## src/rtl/strobe_seq_pkg.sv

```systemverilog
// Shared types for the strobe select sequencer:
// FSM state encoding, phase counter width and the queued request record.
package strobe_seq_pkg;

  localparam int CNT_W = 4;

  typedef enum logic [1:0] {
    ST_IDLE,
    ST_SETUP,
    ST_STROBE,
    ST_HOLD
  } state_e;

  typedef struct packed {
    logic [2:0]       sel;
    logic [CNT_W-1:0] len;
  } req_t;

endpackage

```

## src/rtl/strobe_req_fifo.sv

```systemverilog
// Synchronous request FIFO, wrap-bit pointers, registered not-full ready.
// A pop in the same cycle never lets a push into a full FIFO.
module strobe_req_fifo #(
  parameter int DEPTH = 2,
  parameter int W     = 7
) (
  input  logic         clk,
  input  logic         rst,
  input  logic         push,
  input  logic [W-1:0] wdata,
  input  logic         pop,
  output logic [W-1:0] rdata,
  output logic         empty,
  output logic         ready
);

  localparam int AW = $clog2(DEPTH);

  logic [AW:0]  wp_q;
  logic [AW:0]  rp_q;
  logic [AW:0]  wp_d;
  logic [AW:0]  rp_d;
  logic [W-1:0] mem_q [DEPTH];
  logic         ready_q;
  logic         do_push;
  logic         do_pop;
  logic         full_d;

  assign do_push = push && ready_q;
  assign do_pop  = pop && !empty;
  assign wp_d    = wp_q + {{AW{1'b0}}, do_push};
  assign rp_d    = rp_q + {{AW{1'b0}}, do_pop};
  assign full_d  = (wp_d[AW] != rp_d[AW]) &&
                   (wp_d[AW-1:0] == rp_d[AW-1:0]);
  assign empty   = wp_q == rp_q;
  assign rdata   = mem_q[rp_q[AW-1:0]];
  assign ready   = ready_q;

  always_ff @(posedge clk) begin
    if (rst) begin
      wp_q    <= '0;
      rp_q    <= '0;
      ready_q <= 1'b0;
    end else begin
      wp_q    <= wp_d;
      rp_q    <= rp_d;
      ready_q <= !full_d;
    end
  end

  always_ff @(posedge clk) begin
    if (do_push) begin
      mem_q[wp_q[AW-1:0]] <= wdata;
    end
  end

endmodule

```

## src/rtl/strobe_sel_seq.sv

```systemverilog
// Timed select/enable sequencer for a 3-to-8 active-low strobe decoder.
// Select only moves while enable is low: setup, strobe, then hold.
module strobe_sel_seq
  import strobe_seq_pkg::*;
#(
  parameter int SETUP = 1,
  parameter int HOLD  = 1,
  parameter int DEPTH = 2,
  parameter int LENW  = 4
) (
  input  logic            sys_clk,
  input  logic            rst,
  input  logic            req_valid,
  output logic            req_ready,
  input  logic [2:0]      req_sel,
  input  logic [LENW-1:0] req_len,
  output logic            dec_a,
  output logic            dec_b,
  output logic            dec_c,
  output logic            dec_en,
  output logic            busy,
  output logic            done
);

  localparam int W = 3 + LENW;
  localparam logic [CNT_W-1:0] SETUP_C = CNT_W'(SETUP - 1);
  localparam logic [CNT_W-1:0] HOLD_C  = CNT_W'(HOLD > 0 ? HOLD - 1 : 0);
  localparam logic [CNT_W-1:0] ONE     = CNT_W'(1);

  state_e           state_q;
  logic [CNT_W-1:0] cnt_q;
  logic [CNT_W-1:0] len_q;
  logic [2:0]       sel_q;
  logic             en_q;
  logic             busy_q;
  logic             done_q;
  logic [W-1:0]     fifo_rd;
  logic             fifo_empty;
  req_t             head;
  logic             last;
  logic             end_req;
  logic             pop;

  strobe_req_fifo #(
    .DEPTH(DEPTH),
    .W    (W)
  ) u_fifo (
    .clk  (sys_clk),
    .rst  (rst),
    .push (req_valid),
    .wdata({req_sel, req_len}),
    .pop  (pop),
    .rdata(fifo_rd),
    .empty(fifo_empty),
    .ready(req_ready)
  );

  assign head.sel = fifo_rd[W-1 -: 3];
  assign head.len = CNT_W'(fifo_rd[LENW-1:0]);

  assign last    = cnt_q == '0;
  assign end_req = last && ((state_q == ST_HOLD) ||
                   (state_q == ST_STROBE && HOLD == 0));
  // The next request is taken either from idle or straight off the end.
  assign pop     = !fifo_empty && (state_q == ST_IDLE || end_req);

  always_ff @(posedge sys_clk) begin
    if (rst) begin
      state_q <= ST_IDLE;
      cnt_q   <= '0;
      len_q   <= '0;
      sel_q   <= '0;
      en_q    <= 1'b0;
      busy_q  <= 1'b0;
      done_q  <= 1'b0;
    end else begin
      done_q <= end_req;
      if (pop) begin
        state_q <= ST_SETUP;
        sel_q   <= head.sel;
        len_q   <= head.len;
        cnt_q   <= SETUP_C;
        en_q    <= 1'b0;
        busy_q  <= 1'b1;
      end else begin
        unique case (state_q)
          ST_IDLE: state_q <= ST_IDLE;
          ST_SETUP: begin
            if (last) begin
              state_q <= ST_STROBE;
              cnt_q   <= len_q;
              en_q    <= 1'b1;
            end else begin
              cnt_q <= cnt_q - ONE;
            end
          end
          ST_STROBE: begin
            if (!last) begin
              cnt_q <= cnt_q - ONE;
            end else if (HOLD == 0) begin
              en_q    <= 1'b0;
              state_q <= ST_IDLE;
              busy_q  <= 1'b0;
            end else begin
              en_q    <= 1'b0;
              state_q <= ST_HOLD;
              cnt_q   <= HOLD_C;
            end
          end
          ST_HOLD: begin
            if (last) begin
              state_q <= ST_IDLE;
              busy_q  <= 1'b0;
            end else begin
              cnt_q <= cnt_q - ONE;
            end
          end
          default: state_q <= ST_IDLE;
        endcase
      end
    end
  end

  assign dec_a  = sel_q[0];
  assign dec_b  = sel_q[1];
  assign dec_c  = sel_q[2];
  assign dec_en = en_q;
  assign busy   = busy_q;
  assign done   = done_q;

endmodule
```

## config.mk

```make
export PLATFORM = sky130hd
export DESIGN_NAME = strobe_sel_seq
export DESIGN_NICKNAME = d
export VERILOG_FILES = /design/src/rtl/strobe_seq_pkg.sv /design/src/rtl/strobe_req_fifo.sv /design/src/rtl/strobe_sel_seq.sv
export SDC_FILE = /design/constraint.sdc
export NUM_CORES = 1
export LEC_CHECK = 0
export CORE_MARGIN = 2
export CORE_UTILIZATION = 55
export DETAILED_ROUTE_END_ITERATION = 12
export DONT_BUFFER_PORTS = 1
export GPL_TIMING_DRIVEN = 0
export PLACE_DENSITY = 0.73
export REMOVE_ABC_BUFFERS = 1
export SETUP_SLACK_MARGIN = 0.02
export SKIP_LAST_GASP = 1
export SLEW_MARGIN = 25
export SYNTH_ARGS = -nofsm -noshare
export SYNTH_HDL_FRONTEND = slang
export SYNTH_SLANG_ARGS = --single-unit
export TNS_END_PERCENT = 100
```

## constraint.sdc

```tcl
create_clock -name sys_clk -period 1.9 [get_ports sys_clk]
set_input_delay 0.57 -clock sys_clk [delete_from_list [all_inputs] [get_ports sys_clk]]
set_output_delay 0.57 -clock sys_clk [all_outputs]
set_load 0.02 [all_outputs]
```

# == Yosys cells after proc, flatten, opt, wreduce, memory -nomap -nowiden ==
# Memories as Yosys holds them, arrays and structs flattened. A register that Yosys moved wholly into a read port is not among the register bits.
# Index checks and enable logic that the tools add are counted.
# Widths: inputs -> output; s select.
# word_totals
ff_bits,14
latchBits,0
mem_bits_rw,14
mem_bits_ro,0
out_inout_bits,7
word_cells,62
n_memories,1
# memory_table
memory,words,word_bits,rd,rd_clocked_by_memory_dff,write_ports,line_no,source
u_fifo.mem_q,2,7,1,1,1,strobe_req_fifo.sv:23,logic [W-1:0] mem_q [DEPTH];
# classes
add_sub_neg,3
mul,0
div,0
order_cmp,0
n_eq_ne,13
n_shift,0
mux,16
bitwise_logic,0
reduce_logical,20
# op_table
op,count
$mux 4,3
$pmux 4 s3,1
$ne 3x2->1 const B,3
$reduce_and 3->1,3
$ne 2x2->1 const B,4
$pmux 2 s4,1
$mux 1,7
$mux 2,3
$reduce_bool 2->1,3
$logic_and 1x1->1,5
$add 2x1->2,2
$eq 2x2->1 const B,2
$logic_not 4->1,1
$reduce_and 2->1,2
$sub 4x1->4 const B,1
$reduce_bool 3->1,1
$eq 2x1->1 const B,1
$eq 2x2->1,1
$logic_not 1->1,2
$logic_not 2->1,1
$pmux 1 s2,1
$reduce_or 2->1,1
$eq 1x1->1,1
$logic_or 1x1->1,1
$ne 1x1->1,1

# == Logic depth before layout (Yosys ltp) ==
# Gate-level depths: netlist of the first run.
# logic_depth
word_depth,9
ltp_mapped,9
ltp_nobuf,8

# == By module ==
# From an unflattened synthesis of the first run, not the netlist that was laid out.
# hier_totals
hier_cells,129
area_unflattened_um2,1515.2
# modules_own_cells
mod,instances,cells_per_inst,area_each_um2,seq_area_each_um2
strobe_sel_seq,1,83,773.2,320.3
strobe_req_fifo,1,46,742.0,520.5

# == Worst setup path after synthesis of the first run ==
# OpenSTA, ideal clock, no wires.
# synth_timing
path_kind,register -> register
start,register cnt_q[0]
end,register u_fifo.ready_q (netlist: u_fifo.ready)
t_arrival_ns,1.809
required_time_ns,1.768
slack_ns,-0.041
stages_incl_launch_ff,10
path_buffers,1
period_less_slack_ns,1.941
path_cell_list,dfxtp_1 inv_1 ha_1 nand4bb_4 a22oi_4 buf_6 ha_1 xor2_1 xnor2_1 a21oi_1
# synth_between
elab_chain_cells,9
word_cells_on_any_way,10
cone_classes,add/sub (1); eq/ne (2); reduce/logical (7)
# synth_lines
element,line_no,source
"start, declared",strobe_sel_seq.sv:31,logic [CNT_W-1:0] cnt_q;
"start signal, assigned",strobe_sel_seq.sv:91,cnt_q <= len_q;
"start signal, assigned",strobe_sel_seq.sv:94,cnt_q <= cnt_q - ONE;
"start signal, assigned",strobe_sel_seq.sv:99,cnt_q <= cnt_q - ONE;
$logic_not 4->1 *,strobe_sel_seq.sv:61,assign last = cnt_q == '0;
$logic_and 1x1->1 *,strobe_sel_seq.sv:62,assign end_req = last && ((state_q == ST_HOLD) ||
$logic_or 1x1->1 *,strobe_sel_seq.sv:65,assign pop = !fifo_empty && (state_q == ST_IDLE || end_req);
$logic_and 1x1->1 *,strobe_sel_seq.sv:65,
$logic_and 1x1->1 *,strobe_req_fifo.sv:30,assign do_pop = pop && !empty;
$add 2x1->2 *,strobe_req_fifo.sv:32,"assign rp_d = rp_q + {{AW{1'b0}}, do_pop};"
$ne 1x1->1 or $eq 1x1->1 (tied branches),"strobe_req_fifo.sv:33, strobe_req_fifo.sv:34",
$logic_and 1x1->1 *,strobe_req_fifo.sv:33,assign full_d = (wp_d[AW] != rp_d[AW]) &&
$logic_not 1->1 *,strobe_req_fifo.sv:47,ready_q <= !full_d;
"end signal, assigned",strobe_req_fifo.sv:47,
"end, declared",strobe_req_fifo.sv:24,logic ready_q;
# Every way passes the cells marked *; elsewhere a longest branch is shown, timed or not.
# A chain may end at the register's enable or synchronous reset.

# == Final worst setup path of the first run ==
# Same ends and word-level chain as after synthesis.

==> results of run 1 <==
layout make-up:
class	count	share of cell area (%)
clock buffers	6	2.55
clock inverters	2	2.32
inverters	7	1.62
multi-input cells	81	38.7
flip-flops and latches	35	52.0
well taps	30	2.32
repair buffers	1	0.464
worst max-delay path, stage by stage (launching register included):
cell       delay (ns)
dfxtp_1          0.36
inv_1            0.07
ha_1             0.29
nand4bb_4        0.19
a22oi_4          0.22
ha_1             0.18
xor2_1           0.21
xnor2_1          0.15
a21oi_1          0.08
kinds of logic (layout without fill, tap and decap cells):
kind of cell | Yosys count | after routing | synth area share [%]
DFF | 35 | 35 | 55.7
and+or+nand+nor | 34 | 34 | 13.2
AOI/OAI and AO/OA | 25 | 25 | 12.2
buffers and inverters | 11 | 16 | 3.48
adders and majority gates | 8 | 8 | 6.63
muxes | 8 | 8 | 5.31
xor gates and xnor gates | 6 | 6 | 3.48
per-layer routing:
metal,vias up,global-route usage [%]
met4,0,11.9
met3,7,4.84
li1,470,-
met1,425,18.0
met2,19,26.1
met5,-,0
stage by stage:
| step | cells | hold WS (ns) |
|---|---|---|
| detailed placement | 153 | 0.491 |
| global route | 162 | 0.265 |
| floorplan | 123 | 0.465 |
| CTS | 162 | 0.273 |
| global placement | 153 | 0.485 |
| finish | 162 | 0.294 |
final timing paths:
path,startpoint,to,slack (ns),cells after the start
hold / removal,rst,len_q[3]$_SDFFE_PP0P_,0.29,1
hold reg to reg,len_q[1]$_SDFFE_PP0P_,len_q[1]$_SDFFE_PP0P_,0.50,2
setup reg to reg,cnt_q[0]$_SDFFE_PP0P_,u_fifo.ready$_SDFF_PP0_,0.05,8
setup / recovery,cnt_q[0]$_SDFFE_PP0P_,u_fifo.ready$_SDFF_PP0_,0.05,8
where the power goes:
part,internal (uW),switching (uW),leakage [uW],total [uW]
sequential,966,209,0.000301,1180
combinational,405,495,0.000230,900
clock,277,232,0.0000385,509
total,1650,936,0.000569,2580
flip-flops by register name, summed over array words and instances (netlist names):
name,flops
u_fifo.mem_q,14
cnt_q,4
len_q,4
sel_q,3
state_q,2
u_fifo.rp_q,2
u_fifo.wp_q,2
busy,1
dec_en,1
done,1
u_fifo.ready,1
timing repair:
item                       4_1_cts  5_1_grt
setup endpoints to repair        3        6
setup buffers                    1        0
pin swaps                        1        0
gates resized for setup          0        3
hold buffers                     0        0
placed cells by master (no fill, tap or decap), types with 2 or more instances in the layout:
cell      count
a211oi_1      7
a21oi_1       8
and2_1        2
and3_1        2
clkbuf_4      5
dfxtp_1      21
edfxtp_1     14
ha_1          7
inv_1         7
mux2i_1       8
nand3_1       3
nor2_1       17
nor2b_1       2
nor3_1        2
o21ai_0       3
xnor2_1       4
xor2_1        2
==> impl_metrics.py, run 1 <==
metrics = {
    "logic_synthesis": {
        "synth_top_cells_by_area": "dfxtp_1 (28%), edfxtp_1 (28%), ha_1 (6.6%)",
        "yosysSeqAreaShare_pct": 55.7,
        "post-synth-top-area-fraction_pct": 27.9,
        "yosysMostFrequentCell": "dfxtp_1",
        "syn_avg_cell_area_um2": 11.9,
        "synth_cell_types": 31,
        "ys_async_sr_fraction_pct": 0,
        "yosys.area.top_type": "dfxtp_1",
        "synth_enable_flop_cells": 14,
        "ys_top_cells_by_count": "dfxtp_1 (21), nor2_1 (18), edfxtp_1 (14)",
        "ys_ff_latch": 35,
        "yosysWarnings": 0,
        "synthesis.area_um2": 1510,
        "ys.flop_type": "dfxtp_1",
        "synthCells": 127,
    },
    "worst_setup_path": {
        "critPathArrivalTime_ns": 2.07,
        "startpoint_type": "flop",
        "crit_path_max_fanout": 6,
        "worst-setup-path-type": "reg -> reg",
        "cp-end-kind": "flop",
        "critical_path_required_ns": 2.12,
    },
    "die": {
        "num_rows": 18,
        "die_height_um": 56.4,
        "core_area_um2": 2540,
        "initial_utilization_pct": 59.3,
        "fp.dieW_um": 56.4,
        "dieArea_um2": 3180,
        "io_pins": 17,
    },
    "clock_network": {
        "cts_buffers": 5,
        "clock_latency_ns": 0.33,
        "htreeDepth": 2,
        "tritoncts": "built",
        "root_buffer": "clkbuf_4",
        "clkSinkCount": 35,
        "clkTransAtPathRegs_ns": 0.10,
        "clockBufferDepth": 2,
    },
    "routing": {
        "drc": 0,
        "drt-met1-wl_um": 983,
        "wl_per_cell_um": 13.5,
        "drt_wl_total_um": 2190,
        "met3_length_um": 86,
        "initialDrtViolationCount": 10,
        "num_vias": 921,
        "maxUsedRoutingLayer": "met4",
        "met2_length_um": 1070,
        "vias_per_cell": 5.69,
        "ant_nets": 0,
        "drt-pass1-iter-count": 4,
    },
    "global_route": {
        "grt_first_pass_wirelength_um": 3730,
        "antenna_found_initial": 0,
        "grt_overflow": 0,
        "grt_max_degree": 23,
        "grt_usage_pct": 16.2,
        "first_global_vias": 875,
    },
    "sta": {
        "period_share_pct": 97.2,
        "drv_slew": 0,
        "fmax_mhz": 541,
        "setup_violations": 0,
        "rsz0062_at_grt": "yes",
        "hold_viol_final": 0,
        "fin_ws_ns": 0.0527,
        "timing.slew.headroom_pct": 66.5,
        "finalSetupTns_ns": 0,
        "layout_min_cycle_time_ns": 1.85,
        "worst_pin_slew_ns": 0.502,
        "fin_worst_skew_ns": 0.00920,
    },
    "power_and_ir_drop": {
        "p_per_area_nw_per_um2": 1600,
        "power_leakage_uw": 0.000569,
        "peakVddDrop_v": 0.00110,
        "p_total_uw": 2580,
    },
    "finish": {
        "multi_input_area_um2": 627,
        "fin_area_um2": 1620,
        "drive_gt1_share_pct": 12.1,
        "diodes": 0,
        "final_net_count": 149,
        "area_growth_pct": 7.21,
        "seqCellArea_um2": 841,
        "utilization_pct": 63.6,
        "num-fill-cells": 201,
    },
    "placed_design": {
        "post-dp-hpwl_um": 1500,
        "place_area_um2": 1520,
        "gp_congestion": 0.730,
        "place_ws_ns": -0.295,
        "portBuffers": 0,
    },
    "outcome": {
        "status": "finished clean",
    },
    "worst_hold_path": {
        "hold_path.class": "in -> reg",
    },
    "flow_run": {
        "maxCapViolCount": 0,
    },
}
No activity file was read; power rests on OpenSTA's default activity.
==> inputs of run 2 (changes only) <==
==> constraint.sdc (replaced) <==
create_clock -name sys_clk -period 1.9 [get_ports sys_clk]
set_input_delay 0.57 -clock sys_clk [delete_from_list [all_inputs] [get_ports sys_clk]]
set_output_delay 0.57 -clock sys_clk [all_outputs]
set_load 0.1 [all_outputs]
==> run 2 against run 1 <==
Setup slack worse by 0.011 ns; critical path depth is 3 lower; largest cell class unchanged; global-route usage stayed put; worst hold slack worse by 0.0065 ns; clock power hardly changed; non-clock buffer count stayed put; final cell count stayed put; total power is 14% higher; cell area is 0.54% higher; register-to-register slack hardly changed; highest routed layer unchanged; combinational power hardly changed; sequential share of layout area is 0.26 points higher.
==> impl_metrics.py, run 2 (same netlist as run 1, synthesis figures left out) <==
metrics = {
    "sta": {
        "worst_pin_slew_ns": 0.525,
        "fmax_mhz": 538,
        "layout_min_cycle_time_ns": 1.86,
        "fin_hold_ws_ns": 0.287,
        "fin_worst_skew_ns": 0.00920,
        "period_share_pct": 97.8,
        "timing.slew.headroom_pct": 65.0,
        "drv_slew": 0,
        "finalSetupTns_ns": 0,
        "setup_violations": 0,
        "fin_ws_ns": 0.0421,
        "hold_viol_final": 0,
        "rsz0062_at_grt": "yes",
    },
    "worst_setup_path": {
        "crit_path_max_fanout": 8,
        "crit_path_frequent_cell": "xnor2_1",
        "startpoint_type": "flop",
        "crit_chain": "and2_1 > ha_1 > xnor2_1 > xnor2_1 > a21oi_1",
        "slowest_stage": "dfxtp_2",
        "cpPeakStageDelay_ns": 0.67,
        "critical_path_required_ns": 2.12,
        "cp-end-kind": "flop",
        "critPathArrivalTime_ns": 2.08,
        "worst-setup-path-type": "reg -> reg",
    },
    "clock_network": {
        "clkTransAtPathRegs_ns": 0.10,
        "clockBufferDepth": 2,
        "tritoncts": "built",
        "clkSinkCount": 35,
        "cts_buffers": 5,
        "htreeDepth": 2,
        "root_buffer": "clkbuf_4",
        "hold_buffers": 0,
        "clock_latency_ns": 0.33,
    },
    "finish": {
        "largest_register_ffs": 14,
        "drive_gt1_share_pct": 17.4,
        "diodes": 0,
        "final_cells": 162,
        "final_common_cell": "nor2_1",
        "final_net_count": 149,
        "area_growth_pct": 7.79,
        "layout_common_cells": "nor2_1 (17), dfxtp_1 (14), edfxtp_1 (14)",
    },
    "power_and_ir_drop": {
        "p_total_uw": 2940,
        "p_per_area_nw_per_um2": 1810,
        "peakVddDrop_v": 0.00137,
        "power_leakage_uw": 0.000571,
    },
    "routing": {
        "vias_per_cell": 5.69,
        "drc": 0,
        "initialDrtViolationCount": 10,
        "drt-pass1-iter-count": 4,
        "num_vias": 922,
        "drt_wl_total_um": 2190,
        "ant_nets": 0,
        "wl_per_cell_um": 13.5,
    },
    "worst_hold_path": {
        "hold_path.class": "in -> reg",
    },
    "die": {
        "initial_utilization_pct": 59.3,
        "dieArea_um2": 3180,
        "fp.dieW_um": 56.4,
        "core_area_um2": 2540,
        "die_height_um": 56.4,
        "num_rows": 18,
        "io_pins": 17,
    },
    "flow_run": {
        "maxCapViolCount": 0,
    },
    "placed_design": {
        "gp_congestion": 0.730,
        "post-dp-hpwl_um": 1500,
        "dp.cells": 153,
        "place_ws_ns": -0.295,
        "portBuffers": 0,
    },
    "global_route": {
        "first_global_vias": 875,
        "grtUsageMet3_pct": 4.84,
        "busiest_layer": "met2",
        "use_met2_pct": 26.1,
        "use_met1_pct": 18.0,
        "grt_overflow": 0,
        "grt_max_degree": 23,
        "grt_usage_pct": 16.2,
        "grt_first_pass_wirelength_um": 3730,
        "antenna_found_initial": 0,
    },
    "outcome": {
        "status": "finished clean",
    },
}
run 2: cell types whose count changed in the layout (fill, tap and decap cells not counted):
cell | before | now
dfxtp_2 | 0 | 7
dfxtp_1 | 21 | 14
run 2: power by group:
group / internal, uW / switching, uW / leakage (uW)
combinational: 405 / 495 / 0.000230
sequential: 979 / 549 / 0.000303
clock: 277 / 232 / 0.0000385
total: 1660 / 1280 / 0.000571
run 2: worst paths after layout:
check                     startpoint                 endpoint  slack, ns  cells past startpoint
max reg2reg  u_fifo.ready$_SDFF_PP0_  u_fifo.ready$_SDFF_PP0_       0.04                      5
min reg2reg    len_q[1]$_SDFFE_PP0P_    len_q[1]$_SDFFE_PP0P_       0.50                      2
min                              rst    sel_q[1]$_SDFFE_PP0P_       0.29                      1
max          u_fifo.ready$_SDFF_PP0_  u_fifo.ready$_SDFF_PP0_       0.04                      5
run 2: metrics by stage:
step	utilization, %	area, um^2
floorplan	-	1480
global placement	59.7	1520
detailed placement	59.7	1520
CTS	63.4	1610
global route	63.9	1630
finish	63.9	1630
run 2: layout make-up:
class	count	area, um^2
multi-input combinational	81	627
sequential	35	850
inverter	7	26.3
tap	30	37.5
clock inverter	2	37.5
fill	202	918
timing repair buffer	1	7.51
clock buffer	6	41.3
run 2: what timing repair did:
item	CTS	global route
gates resized for setup	6	4
pin swaps	1	0
buffers inserted	1	0
setup endpoints to repair	24	8
run 2: metal layers:
layer  share of wire (%)  routed length, um  vias up
met4                 2.3                 51        0
met1                  45                982      426
li1                    -                  -      470
met5                   0                  0        -
met3                 3.9                 86        7
met2                  49               1070       19
run 2: worst max-delay path, delay by kind of cell, from the launching register on:
family / cells / cell delay, ns
AOI/OAI and AO/OA: 1 / 0.08
xor gates and xnor gates: 2 / 0.35
and+or+nand+nor: 1 / 0.24
DFF: 1 / 0.67
adders and majority gates: 1 / 0.41
==> inputs of run 3 (changes only) <==
Settings changed: PLACE_DENSITY 0.73 to not set, PLACE_DENSITY_LB_ADDON set to 0.15.
==> run 3 against run 2 <==
Cell area about the same; combinational power increased by 4.1%; critical path depth increased by 2; sequential power about the same; clock power decreased by 23%; setup slack improved by 0.029 ns; sequential share of layout area increased by 0.35 points; fmax increased by 1.6%; global-route usage increased by 0.46 points.
==> impl_metrics.py, run 3 (same netlist as run 1, synthesis figures left out) <==
metrics = {
    "outcome": {
        "status": "finished clean",
    },
    "finish": {
        "final_net_count": 149,
        "utilization_pct": 63.9,
        "diodes": 0,
        "final_cells": 162,
        "layout_common_cells": "nor2_1 (17), edfxtp_1 (14), dfxtp_1 (12)",
        "final_common_cell": "nor2_1",
        "drive_gt1_share_pct": 21.2,
        "num-fill-cells": 208,
        "largest_register_ffs": 14,
        "area_growth_pct": 7.71,
    },
    "routing": {
        "ant_nets": 0,
        "drt-pass1-iter-count": 4,
        "num_vias": 919,
        "initialDrtViolationCount": 31,
        "drc": 0,
        "wl_per_cell_um": 14.3,
        "vias_per_cell": 5.67,
        "drt_wl_total_um": 2320,
    },
    "clock_network": {
        "root_buffer": "clkbuf_4",
        "clkSinkCount": 35,
        "hold_buffers": 0,
        "htreeDepth": 2,
        "clkTransAtPathRegs_ns": 0.11,
        "tritoncts": "built",
        "clock_latency_ns": 0.34,
        "cts_buffers": 5,
        "clockBufferDepth": 2,
    },
    "die": {
        "fp.dieW_um": 56.4,
        "io_pins": 17,
        "initial_utilization_pct": 59.3,
        "core_area_um2": 2540,
        "dieArea_um2": 3180,
        "die_height_um": 56.4,
        "num_rows": 18,
    },
    "sta": {
        "drv_slew": 0,
        "rsz0062_at_grt": "no",
        "period_share_pct": 96.3,
        "worst_pin_slew_ns": 0.522,
        "fin_hold_ws_ns": 0.282,
        "setup_violations": 0,
        "layout_min_cycle_time_ns": 1.83,
        "timing.slew.headroom_pct": 65.2,
        "finalSetupTns_ns": 0,
        "hold_viol_final": 0,
        "fmax_mhz": 547,
        "fin_worst_skew_ns": 0.00856,
    },
    "placed_design": {
        "dp.cells": 153,
        "portBuffers": 0,
        "post-dp-hpwl_um": 1560,
        "gp_congestion": 0.731,
    },
    "worst_setup_path": {
        "startpoint": "state_q[0]$_SDFFE_PP0P_",
        "timing.rr.start": "state_q[0]$_SDFFE_PP0P_",
        "cp-end-kind": "flop",
        "critical_path_required_ns": 2.12,
        "critPathArrivalTime_ns": 2.05,
        "worst-setup-path-type": "reg -> reg",
        "startpoint_type": "flop",
        "crit_path_max_fanout": 4,
    },
    "global_route": {
        "first_global_vias": 896,
        "antenna_found_initial": 0,
        "grt_first_pass_wirelength_um": 3970,
        "grt_usage_pct": 16.6,
        "grt_overflow": 0,
        "grt_max_degree": 23,
    },
    "flow_run": {
        "maxCapViolCount": 0,
    },
    "power_and_ir_drop": {
        "p_per_area_nw_per_um2": 1760,
        "p_total_uw": 2860,
        "peakVddDrop_v": 0.00126,
        "power_leakage_uw": 0.000561,
    },
    "worst_hold_path": {
        "hold_path.class": "in -> reg",
        "hp-start": "rst",
    },
}
run 3: area by class of cell:
class,count,area (um^2),share of cell area (%)
sequential,35,855,52.6
multi-input combinational,81,642,39.5
clock buffer,5,37.5,2.31
tap,30,37.5,2.31
inverter,7,26.3,1.62
clock inverter,3,20.0,1.23
timing repair buffer,1,7.51,0.462
run 3: worst paths after layout:
kind                                   to  slack, ns  depth (start not counted)
setup reg to reg  u_fifo.ready$_SDFF_PP0_       0.07                          7
hold / removal            done$_SDFF_PP0_       0.28                          1
setup / recovery  u_fifo.ready$_SDFF_PP0_       0.07                          7
hold reg to reg     len_q[0]$_SDFFE_PP0P_       0.50                          2
run 3: per-layer routing:
layer  up-vias  share of wire [%]  global-route usage (%)
met1       427                 47                    19.3
met5         -                  0                       0
met4         0               0.35                    7.14
met3         2                5.1                    7.37
met2        21                 48                    26.7
li1        469                  -                       -
run 3: power by group:
part           switching (uW)  internal (uW)  leakage, uW
Combinational             509            427     0.000230
Sequential                550            985     0.000304
Clock                     252            141    0.0000272
Total                    1310           1550     0.000561
run 3: through the flow:
step / setup WS, ns / instance area (um^2)
floorplan: -0.111 / 1480
global placement: -0.301 / 1520
detailed placement: -0.350 / 1520
CTS: 0.0116 / 1590
global route: 0.0148 / 1630
finish: 0.0706 / 1630
run 3: timing repair:
action	CTS	global route
gates resized for setup	6	10
pin swaps	1	0
cloned	0	0
endpoints found under the setup margin	24	10
buffers inserted	1	0
run 3: worst max-delay path, cell delays in order (launching register included):
cell       delay, ns
dfxtp_1         0.40
ha_2            0.28
nand4bb_4       0.18
a22oi_4         0.21
ha_1            0.19
xor2_1          0.22
xnor2_1         0.16
a21oi_1         0.08
